[config.mk]
export PLATFORM = sky130hd
export DESIGN_NAME = mda_adc_scheduler_flat
export DESIGN_NICKNAME = d
export VERILOG_FILES = /design/src/rtl/mda_adc_pkg.sv /design/src/rtl/mda_adc_scheduler_if.sv /design/src/rtl/mda_adc_prio_pick.sv /design/src/rtl/mda_adc_scheduler.sv /design/src/flat_wrapper.sv
export SDC_FILE = /design/constraint.sdc
export NUM_CORES = 1
export LEC_CHECK = 0
export CORE_MARGIN = 2
export CORE_UTILIZATION = 53
export CTS_CLUSTER_SIZE = 24
export DETAILED_ROUTE_END_ITERATION = 8
export PLACE_DENSITY_LB_ADDON = 0.08
export SLEW_MARGIN = 5
export SYNTH_ARGS = -nofsm -noshare
export SYNTH_HDL_FRONTEND = slang
export SYNTH_HIERARCHICAL = 1
export SYNTH_SLANG_ARGS = --single-unit
[constraint.sdc]
create_clock -name iCLK -period 4 [get_ports iCLK]
set_input_delay 0.8 -clock iCLK [delete_from_list [all_inputs] [get_ports iCLK]]
set_output_delay 0.8 -clock iCLK [all_outputs]
set_load 0.005 [all_outputs]
[src/rtl/mda_adc_pkg.sv]
// Shared types and sizes for the ADC conversion scheduler.
package mda_adc_pkg;
  localparam int NUM_CH = 8;
  localparam int CH_W   = 3;
  localparam int DATA_W = 12;

  typedef enum logic [1:0] {
    ST_IDLE  = 2'd0,
    ST_START = 2'd1,
    ST_WAIT  = 2'd2,
    ST_DONE  = 2'd3
  } state_t;

  function automatic logic [NUM_CH-1:0] ch_bit(input logic [CH_W-1:0] ch);
    logic [NUM_CH-1:0] b;
    b     = '0;
    b[ch] = 1'b1;
    return b;
  endfunction
endpackage

[src/rtl/mda_adc_scheduler_if.sv]
// Conversion-engine handshake and kept-sample output of the scheduler.
interface mda_adc_scheduler_if;
  import mda_adc_pkg::*;

  logic              oCONV_START;
  logic [CH_W-1:0]   oCONV_CH;
  logic              iCONV_DONE;
  logic [DATA_W-1:0] iCONV_DATA;
  logic              oSAMPLE_VALID;
  logic [CH_W-1:0]   oSAMPLE_CH;
  logic [DATA_W-1:0] oSAMPLE_DATA;

  modport master (
    output oCONV_START, oCONV_CH, oSAMPLE_VALID, oSAMPLE_CH, oSAMPLE_DATA,
    input  iCONV_DONE, iCONV_DATA
  );

  modport slave (
    input  oCONV_START, oCONV_CH, oSAMPLE_VALID, oSAMPLE_CH, oSAMPLE_DATA,
    output iCONV_DONE, iCONV_DATA
  );
endinterface

[src/rtl/mda_adc_prio_pick.sv]
// Lowest-set-bit picker over the channel vector.
module mda_adc_prio_pick
  import mda_adc_pkg::*;
(
  input  logic [NUM_CH-1:0] req,
  output logic              any,
  output logic [CH_W-1:0]   idx
);
  always_comb begin
    any = |req;
    idx = '0;
    for (int i = NUM_CH - 1; i >= 0; i--) begin
      if (req[i]) idx = CH_W'(i);
    end
  end
endmodule

[src/rtl/mda_adc_scheduler.sv]
// ADC conversion scheduler: periodic scan plus on-demand requests, with
// post-channel-change discard conversions and a conversion timeout.
//   state    | meaning
//   ST_IDLE  | pick next channel (on-demand first, then scan mask)
//   ST_START | one-cycle start pulse to the engine
//   ST_WAIT  | wait for engine done or timeout
//   ST_DONE  | drop result (discard pending) or keep it
module mda_adc_scheduler
  import mda_adc_pkg::*;
#(
  parameter int DISCARD = 2,
  parameter int TIMEOUT = 1024
) (
  input  logic              iCLK,
  input  logic              iRST,
  input  logic [NUM_CH-1:0] iEN_MASK,
  input  logic [15:0]       iPERIOD,
  input  logic [NUM_CH-1:0] iREQ,
  mda_adc_scheduler_if.master conv,
  output logic              oBUSY,
  output logic              oSCAN_DONE,
  output logic              oOVERRUN,
  output logic              oTIMEOUT
);
  localparam int TMO_W = $clog2(TIMEOUT + 1);

  state_t            state, state_nxt;
  logic [15:0]       per_cnt;
  logic              tick;
  logic [NUM_CH-1:0] pend, scan;
  logic              pend_any, scan_any, work;
  logic [CH_W-1:0]   pend_ch, scan_ch, pick_ch, cur_ch, last_ch;
  logic [1:0]        disc;
  logic              reload;
  logic [TMO_W-1:0]  tmo;
  logic              scan_empty;
  logic              conv_start, keep;
  logic [CH_W-1:0]   sample_ch;
  logic [DATA_W-1:0] sample_data;

  mda_adc_prio_pick u_pick_pend (.req(pend), .any(pend_any), .idx(pend_ch));
  mda_adc_prio_pick u_pick_scan (.req(scan), .any(scan_any), .idx(scan_ch));

  assign tick    = (iPERIOD != 16'd0) && (per_cnt >= iPERIOD - 16'd1);
  assign work    = pend_any | scan_any;
  assign pick_ch = pend_any ? pend_ch : scan_ch;

  always_ff @(posedge iCLK) begin
    if (iRST) state <= ST_IDLE;
    else      state <= state_nxt;
  end

  always_comb begin
    state_nxt  = state;
    conv_start = 1'b0;
    oTIMEOUT   = 1'b0;
    keep       = 1'b0;
    case (state)
      ST_IDLE:  if (work) state_nxt = ST_START;
      ST_START: begin
        conv_start = 1'b1;
        state_nxt  = ST_WAIT;
      end
      ST_WAIT: begin
        if (conv.iCONV_DONE) begin
          state_nxt = ST_DONE;
        end else if (tmo == '0) begin
          oTIMEOUT  = 1'b1;
          state_nxt = ST_IDLE;
        end
      end
      ST_DONE: begin
        if (disc != 2'd0) begin
          state_nxt = ST_START;
        end else begin
          keep      = 1'b1;
          state_nxt = ST_IDLE;
        end
      end
      default: state_nxt = ST_IDLE;
    endcase
  end

  always_ff @(posedge iCLK) begin
    if (iRST) begin
      per_cnt     <= '0;
      pend        <= '0;
      scan        <= '0;
      scan_empty  <= 1'b0;
      cur_ch      <= '0;
      last_ch     <= '0;
      disc        <= '0;
      reload      <= 1'b0;
      tmo         <= '0;
      sample_ch   <= '0;
      sample_data <= '0;
    end else begin
      if (iPERIOD == 16'd0 || tick) per_cnt <= '0;
      else                          per_cnt <= per_cnt + 16'd1;

      // A new request for the channel being kept survives the clear.
      pend <= (pend & ~(keep ? ch_bit(cur_ch) : '0)) | iREQ;

      if (tick && !scan_any) scan <= iEN_MASK;
      else if (keep)         scan <= scan & ~ch_bit(cur_ch);
      scan_empty <= tick && !scan_any && (iEN_MASK == '0);

      case (state)
        ST_IDLE: begin
          if (work) begin
            cur_ch  <= pick_ch;
            last_ch <= pick_ch;
            disc    <= (pick_ch != last_ch || reload) ? 2'(DISCARD) : 2'd0;
            reload  <= 1'b0;
          end
        end
        ST_START: tmo <= TMO_W'(TIMEOUT - 1);
        ST_WAIT: begin
          if (conv.iCONV_DONE) begin
            if (disc == 2'd0) begin
              sample_ch   <= cur_ch;
              sample_data <= conv.iCONV_DATA;
            end
          end else if (tmo == '0) begin
            reload <= 1'b1;
            disc   <= 2'(DISCARD);
          end else begin
            tmo <= tmo - TMO_W'(1);
          end
        end
        ST_DONE: if (disc != 2'd0) disc <= disc - 2'd1;
        default: ;
      endcase
    end
  end

  assign conv.oCONV_START   = conv_start;
  assign conv.oCONV_CH      = cur_ch;
  assign conv.oSAMPLE_VALID = keep;
  assign conv.oSAMPLE_CH    = sample_ch;
  assign conv.oSAMPLE_DATA  = sample_data;
  assign oBUSY      = (state != ST_IDLE);
  assign oOVERRUN   = tick && scan_any;
  assign oSCAN_DONE = (keep && (scan == ch_bit(cur_ch))) || scan_empty;
endmodule

[src/flat_wrapper.sv]
// flat-port wrapper written by rule: the top's interface ports become plain ports
module mda_adc_scheduler_flat import mda_adc_pkg::*;
#(
  parameter int DISCARD = 2,
  parameter int TIMEOUT = 1024
)
  (iCLK, iRST, iEN_MASK, iPERIOD, iREQ, oBUSY, oSCAN_DONE, oOVERRUN, oTIMEOUT, conv_oCONV_START, conv_oCONV_CH, conv_oSAMPLE_VALID, conv_oSAMPLE_CH, conv_oSAMPLE_DATA, conv_iCONV_DONE, conv_iCONV_DATA);
  mda_adc_scheduler_if conv_i ();
  input  logic iCLK;
  input  logic iRST;
  input  logic [NUM_CH-1:0] iEN_MASK;
  input  logic [15:0] iPERIOD;
  input  logic [NUM_CH-1:0] iREQ;
  output logic oBUSY;
  output logic oSCAN_DONE;
  output logic oOVERRUN;
  output logic oTIMEOUT;
  output wire logic [$bits(conv_i.oCONV_START)-1:0] conv_oCONV_START;
  output wire logic [$bits(conv_i.oCONV_CH)-1:0] conv_oCONV_CH;
  output wire logic [$bits(conv_i.oSAMPLE_VALID)-1:0] conv_oSAMPLE_VALID;
  output wire logic [$bits(conv_i.oSAMPLE_CH)-1:0] conv_oSAMPLE_CH;
  output wire logic [$bits(conv_i.oSAMPLE_DATA)-1:0] conv_oSAMPLE_DATA;
  input wire logic [$bits(conv_i.iCONV_DONE)-1:0] conv_iCONV_DONE;
  input wire logic [$bits(conv_i.iCONV_DATA)-1:0] conv_iCONV_DATA;
  assign conv_oCONV_START = conv_i.oCONV_START;
  assign conv_oCONV_CH = conv_i.oCONV_CH;
  assign conv_oSAMPLE_VALID = conv_i.oSAMPLE_VALID;
  assign conv_oSAMPLE_CH = conv_i.oSAMPLE_CH;
  assign conv_oSAMPLE_DATA = conv_i.oSAMPLE_DATA;
  assign conv_i.iCONV_DONE = conv_iCONV_DONE;
  assign conv_i.iCONV_DATA = conv_iCONV_DATA;
  mda_adc_scheduler #(.DISCARD(DISCARD), .TIMEOUT(TIMEOUT)) u_core (.iCLK(iCLK), .iRST(iRST), .iEN_MASK(iEN_MASK), .iPERIOD(iPERIOD), .iREQ(iREQ), .conv(conv_i), .oBUSY(oBUSY), .oSCAN_DONE(oSCAN_DONE), .oOVERRUN(oOVERRUN), .oTIMEOUT(oTIMEOUT));
endmodule
==> impl_results.md, run 1 <==
- FF-to-FF setup slack: 1.62 ns
- CP Capture Type: output port
- Critical Path RT: 3.20 ns
- Cell family with most CP delay: compound AO/OA/AOI/OAI gates
- Fraction of registers with async set/reset: 0%
- Worst-path fanout max: 4
- Clk pwr share: 37.4%
- Row count: 31
- Reg2reg end: u_core/scan[7]$_SDFFE_PP0P_
- Tightest Pin Transition: ~0.66 ns
- CTS buffer count: 9
- Final setup violation count: 0
- Antenna violations before repair: 0
- Pwr dens: 351 nW/um2
- Status: finished, final reports clean
- H-tree depth: 3
- Finished Layout Cells: 676
- Cell Area, Synth: 3910 um2
- First-pass GRT wire length: 16.4 mm
- Die Ht: 89.9 um
- Remaining DRCs: 0
- Cell count after placement: ~660
- Hold Path End: u_core/disc[1]$_SDFFE_PP0P_
- Synth-to-Final Area Change: 34.4%
- Int Pwr: 1.32 mW
- Ant. Diodes: 0
- Final setup TNS: 0 ns
- Buf/Inv on CP: 4
- Critical path launch point type: input port
- Syn_nets: between 500 and 600
- Final Hold Vio Count: 0
- Slew Viols, Final: 0
- Reg2reg path depth: 8
- Starting density of the core: between 50% and 60%
- Clock Skew: 0.0132 ns
- Core area: 7180 um2
- Full die area: a little over 8000 um2
- Worst-Skew Late Latency: 0.34 ns
- IO Port Bufs: 70
- Total GRT Usage: 24.0%
- Register area share after synthesis: 34.3%
- Number of global-route vias before repair: 3674
- Cells after Synth: 480
- Share of layout cells above drive strength 1: 14.7%
- Yosys warnings: 6
- Clk slew on worst S/H paths: approximately 0.070 ns
- GR Overflow Total: 0
- DP Wirelength: 6.30 mm
- Logic pwr share: 20.7%
- IO Pins: 71
- Post-synth EDFFs: 0
- #FFs+latches synth: 67
- Via/cell ratio: between 5 and 6
- Depth of the worst hold-timing path: 2
- Final GP Congestion: 0.788
- Chip Width: 89.9 um
- Minimum clock period: slightly below 4 ns
- CTS max path bufs: 2
- Slowest CP cell: a221o_1
- Hold_sp: u_core/disc[1]$_SDFFE_PP0P_
- Max_slew headroom: ~55%
- DR WL/cell: 13.9 um
- Sequential Power Share: 42.0%
- DR pass1 iterations: 4
- Synth Flop Type: dfxtp_1
- Post-Route WL: 9.41 mm
- Mean area per synthesized cell: 8.14 um2
- Worst r2r src: u_core/per_cnt[5]$_SDFF_PP0_
- Largest net degree at the start of global routing: 60
- Post-route ant nets: 0
- Net switching power: between 500 and 600 uW
- CTS tree: built
- Fmax: 0.255 GHz
- Max VDD drop: 0.255 mV
- CP cell instances: buf_8, buf_6, nor4_4, buf_4, nand2_4, xor2_2, ha_1, and3_4, a221o_1, a221oi_4, a21oi_2, buf_2
- Sw Ratio: 28.3%
- Iter 0 DRT Violations: around 200
- RSZ-0062 raised after global routing: yes
- Leakage power: 2.14 nW
- Number of nets in the layout: roughly 650
- Root Buffer: clkbuf_8
- WS Path Type: in -> out
- Max incr delay on CP: 0.40 ns
- Vias: 3666
- Synth cell types: 51
- CTS sink cnt: 67
- Critical Path AT: 3.12 ns
- Max cap viols: 0
- Crit share post-route: a little over nine tenths
- Hold crit path type: reg -> reg
worst reg2reg max path, cell delays in order, from the launching register on:
cell	delay (ns)
dfxtp_1	0.45
ha_1	0.28
and3_4	0.18
a221o_1	0.40
a221oi_4	0.36
buf_4	0.18
a211o_1	0.16
buf_12	0.14
mux2i_1	0.17
metal layers:
layer	global-route usage (%)	vias to the layer above	wire length [um]
li1	-	1857	-
met2	37.7	95	4200
met5	0	-	0
met1	31.2	1700	4470
met3	6.71	14	580
met4	10.0	0	159
registers in the layout (all words and copies together), names as in the netlist:
| name | flops |
|---|---|
| u_core/conv.oSAMPLE_CH | 3 |
| u_core/scan | 8 |
| u_core/pend | 8 |
| u_core/scan_empty | 1 |
| u_core/conv.oSAMPLE_DATA | 12 |
| u_core/disc | 2 |
| u_core/per_cnt | 16 |
| u_core/state | 2 |
| u_core/last_ch | 3 |
| u_core/reload | 1 |
| u_core/tmo | 11 |
layout make-up:
class                   count  area (um2)
clock buffers               9         124
clock inverters             7         123
fillers                   561        1920
inverters                  17        68.8
multi-input cells         374        2520
flip-flops and latches     67        1340
well taps                  99         124
repair buffers            103         948
cells in the final DEF, fill, tap and decap left out, drive strengths merged, types with 3 or more instances in the layout:
cell type	n
nor2b	4
clkbuf	11
and3	4
nand4	8
nand3	21
nand2	51
nor3b	3
ha	28
bufinv	3
nand2b	13
clkdlybuf4s50	57
a21o	4
and4	3
xor2	21
nand3b	4
xnor2	16
nor3	9
mux2i	11
or3	9
o21ai	7
a211oi	6
nor4	11
a21oi	42
inv	19
buf	37
dlygate4sd2	4
nor2	71
dfxtp	67
Yosys cell counts, types with 6 or more instances:
cell type	count	share of area, %
nor2_1	71	6.8
dfxtp_1	67	34
nand2_1	51	4.9
a21oi_1	42	5.4
ha_1	28	9.0
nand3_1	21	2.7
xor2_1	21	4.7
inv_1	17	1.6
clkbuf_1	16	1.5
xnor2_1	16	3.6
nand2b_1	13	2.1
mux2i_1	11	2.8
nor3_1	9	1.2
or3_1	9	1.4
nand4_1	8	1.3
nor4_1	8	1.3
o21ai_0	7	0.90
a211oi_1	6	1.2
kinds of logic (layout without fill, tap and decap cells):
logic type | count (synthesis) | count (layout) | share of synthesized area (%)
AND/OR/NAND/NOR | 221 | 221 | 28.2
adder cells (fa/ha/maj) | 28 | 28 | 8.97
AO/OA/AOI/OAI | 77 | 77 | 13.0
multiplexers | 11 | 11 | 2.82
buffers and inverters | 39 | 136 | 4.39
XOR/XNOR | 37 | 37 | 8.30
flip-flops | 67 | 67 | 34.3
power groups by stage:
| stage | Combinational, mW | Sequential [mW] | Clock [mW] |
|---|---|---|---|
| final | 0.381 | 0.775 | 0.689 |
| after global routing | 0.432 | 0.782 | 0.728 |
| after CTS | 0.373 | 0.773 | 0.707 |
| after detailed placement | 0.365 | 0.788 | 0 |
| after global placement | 0.355 | 0.787 | 0 |
| after floorplan | 0.245 | 0.760 | 0 |
worst max-delay path by stage:
stage,end,cells after the start,start,slack (ns)
6_report,oOVERRUN,12,iPERIOD[1],0.08
5_1_grt,oOVERRUN,12,iPERIOD[1],-0.04
4_1_cts,oOVERRUN,14,iPERIOD[0],0.001
3_5_place_dp,oOVERRUN,14,iPERIOD[0],-0.78
3_3_place_gp,oOVERRUN,14,iPERIOD[0],-0.67
2_1_floorplan,oOVERRUN,11,iPERIOD[0],0.23
timing repair:
item	CTS	global route
gates resized for setup	30	29
hold buffers	0	0
pin swaps	15	23
buffers inserted	4	2
endpoints found under the setup margin	1	1
per-stage QoR:
step	hold slack, ns	power (mW)	utilization, %	setup WS (ns)	area, um2
floorplan	0.432	1.01	-	0.234	3910
global placement	0.439	1.14	67.5	-0.672	4840
detailed placement	0.445	1.15	67.5	-0.782	4840
CTS	0.454	1.85	72.0	0.00133	5160
global route	0.475	1.94	73.2	-0.0372	5250
finish	0.454	1.85	73.2	0.0774	5250
Power figures use the tool's default switching activity.
==> run 2: changes to the inputs <==
Settings changed: HOLD_SLACK_MARGIN set to 0.06.
==> results of run 2 <==
The final DEF is identical to that of run 1; final timing and power are the same.
==> run 3: changes to the inputs <==
Settings changed: CTS_CLUSTER_SIZE 24 to 8, SKIP_CTS_REPAIR_TIMING set to 1.
==> impl_results.md, run 3 (synthesis gave the netlist of run 1 again) <==
- Ant. Diodes: 0
- Starting density of the core: 54.4%
- CTS max path bufs: 2
- First-pass GRT wire length: 16.1 mm
- Antenna violations before repair: 0
- Final setup TNS: 0 ns
- Post-Route WL: 9.38 mm
- IO Pins: 71
- Post-route ant nets: 0
- Final setup violation count: 0
- Status: finished, final reports clean
- DR pass1 iterations: 4
- DP Wirelength: about 6.3 mm
- Pre-CTS WS: -0.782 ns
- WS Path Type: in -> out
- Root Buffer: clkbuf_8
- IO Port Bufs: 70
- Worst-Skew Late Latency: approximately 0.35 ns
- Most common cell after layout, fill and taps aside: nor2_1
- Fin util: 73.3%
- Iter 0 DRT Violations: 195
- Max reg flops: 16
- Max VDD drop: 0.255 mV
- GR Layer Usage met2: 38.1%
- Net switching power: 523 uW
- Hold crit path type: reg -> reg
- Number of nets in the layout: 646
- Sw Ratio: between 20 and 30%
- Final GP Congestion: a little under 0.8
- Critical path launch point type: input port
- Largest Register: u_core/per_cnt
- Row count: 31
- Post-route cell area: around 5300 um2
- Synth-to-Final Area Change: 34.7%
- Die Ht: roughly 90 um
- Core area: between 7000 and 8000 um2
- Final Hold Vio Count: 0
- Fmax: around 0.25 GHz
- Crit share post-route: 99.1%
- Total GRT Usage: 23.5%
- Share of layout cells above drive strength 1: a little over an eighth
- Max cap viols: 0
- Full die area: roughly 8100 um2
- Leakage power: 2.18 nW
- Number of global-route vias before repair: 3627
- Pwr dens: 351 nW/um2
- DP Area: 4840 um2
- Tightest Pin Transition: 0.663 ns
- Chip Width: 89.9 um
- CTS buffer count: 9
- Overall Power: 1.85 mW
- Critical Path RT: 3.20 ns
- Clock Skew: 0.0126 ns
- Vias: approximately 3600
- Setup ws final: 0.0375 ns
- Sequential Power Share: a little over two fifths
- Via/cell ratio: 5.38
- Met1 GRT Util: a little under a third
- Logic pwr share: 20.6%
- Slew Viols, Final: 0
- Max_slew headroom: 55.4%
- H-tree depth: 3
- GR Overflow Total: 0
- Clk pwr share: 37.4%
- DR WL/cell: 13.9 um
- Minimum clock period: 3.96 ns
- Remaining DRCs: 0
- Worst-path fanout max: 4
- Global Route met3 Usage: under 10%
- CTS tree: built
- Most frequent cells in the layout: nor2_1 (70), dfxtp_1 (67), clkdlybuf4s50_1 (57), nand2_1 (51), a21oi_1 (41)
- Clk slew on worst S/H paths: roughly 0.07 ns
- Largest net degree at the start of global routing: 60
- Critical Path AT: 3.16 ns
- Int Pwr: ~1.3 mW
- CP Capture Type: output port
- Most Crowded Layer GR: met2
- CTS sink cnt: 67
[run 3: changes by cell type in the layout (fill, tap and decap cells not counted), sizes merged]
| cell | change |
|---|---|
| buf | -4 |
| clkbuf | +1 |
| clkdlybuf4s15 | -2 |
| dlygate4sd2 | -4 |
| dlymetal6s2s | +8 |
[run 3: stage by stage]
step | std cells | hold WS, ns
floorplan | 480 | 0.432
global placement | 655 | 0.439
detailed placement | 655 | 0.445
CTS | 671 | 0.454
global route | 675 | 0.475
finish | 675 | 0.453
[run 3: layout make-up]
cell class / instances / area [um2]
Clock buffer: 9 / 124
Sequential cell: 67 / 1340
Multi-Input combinational cell: 374 / 2530
Tap cell: 99 / 124
Fill cell: 561 / 1910
Clock inverter: 7 / 123
Inverter: 17 / 63.8
Timing Repair Buffer: 102 / 960
[run 3: path summary, 6_finish.rpt]
| check | from | to | slack (ns) | cells after the start |
|---|---|---|---|---|
| max | iPERIOD[0] | oOVERRUN | 0.04 | 14 |
| min | u_core/disc[1]$_SDFFE_PP0P_ | u_core/disc[1]$_SDFFE_PP0P_ | 0.45 | 2 |
| max reg2reg | u_core/per_cnt[0]$_SDFF_PP0_ | u_core/scan[7]$_SDFFE_PP0P_ | 1.68 | 9 |
| min reg2reg | u_core/disc[1]$_SDFFE_PP0P_ | u_core/disc[1]$_SDFFE_PP0P_ | 0.45 | 2 |
[run 3: power by group through the flow]
stage / Clock [mW] / Sequential, mW / Combinational, mW
after floorplan: 0 / 0.760 / 0.245
after global placement: 0 / 0.787 / 0.355
after detailed placement: 0 / 0.788 / 0.365
after CTS: 0.707 / 0.773 / 0.370
after global routing: 0.728 / 0.782 / 0.431
final: 0.690 / 0.774 / 0.381
[run 3: worst max-delay path, cell delays in order]
cell	delay [ns]
clkbuf_2	0.10
inv_2	0.08
ha_4	0.13
nor3b_2	0.18
buf_4	0.17
nand2_1	0.07
or4_1	0.42
xor2_1	0.16
ha_1	0.27
nand2_1	0.09
o21ai_0	0.29
a32oi_2	0.12
a21oi_2	0.16
clkbuf_2	0.13
[run 3: layer usage]
layer | vias to the layer above | wire length, um
met2 | 83 | 4220
met1 | 1680 | 4470
met3 | 9 | 593
li1 | 1857 | -
met4 | 0 | 93
met5 | - | 0
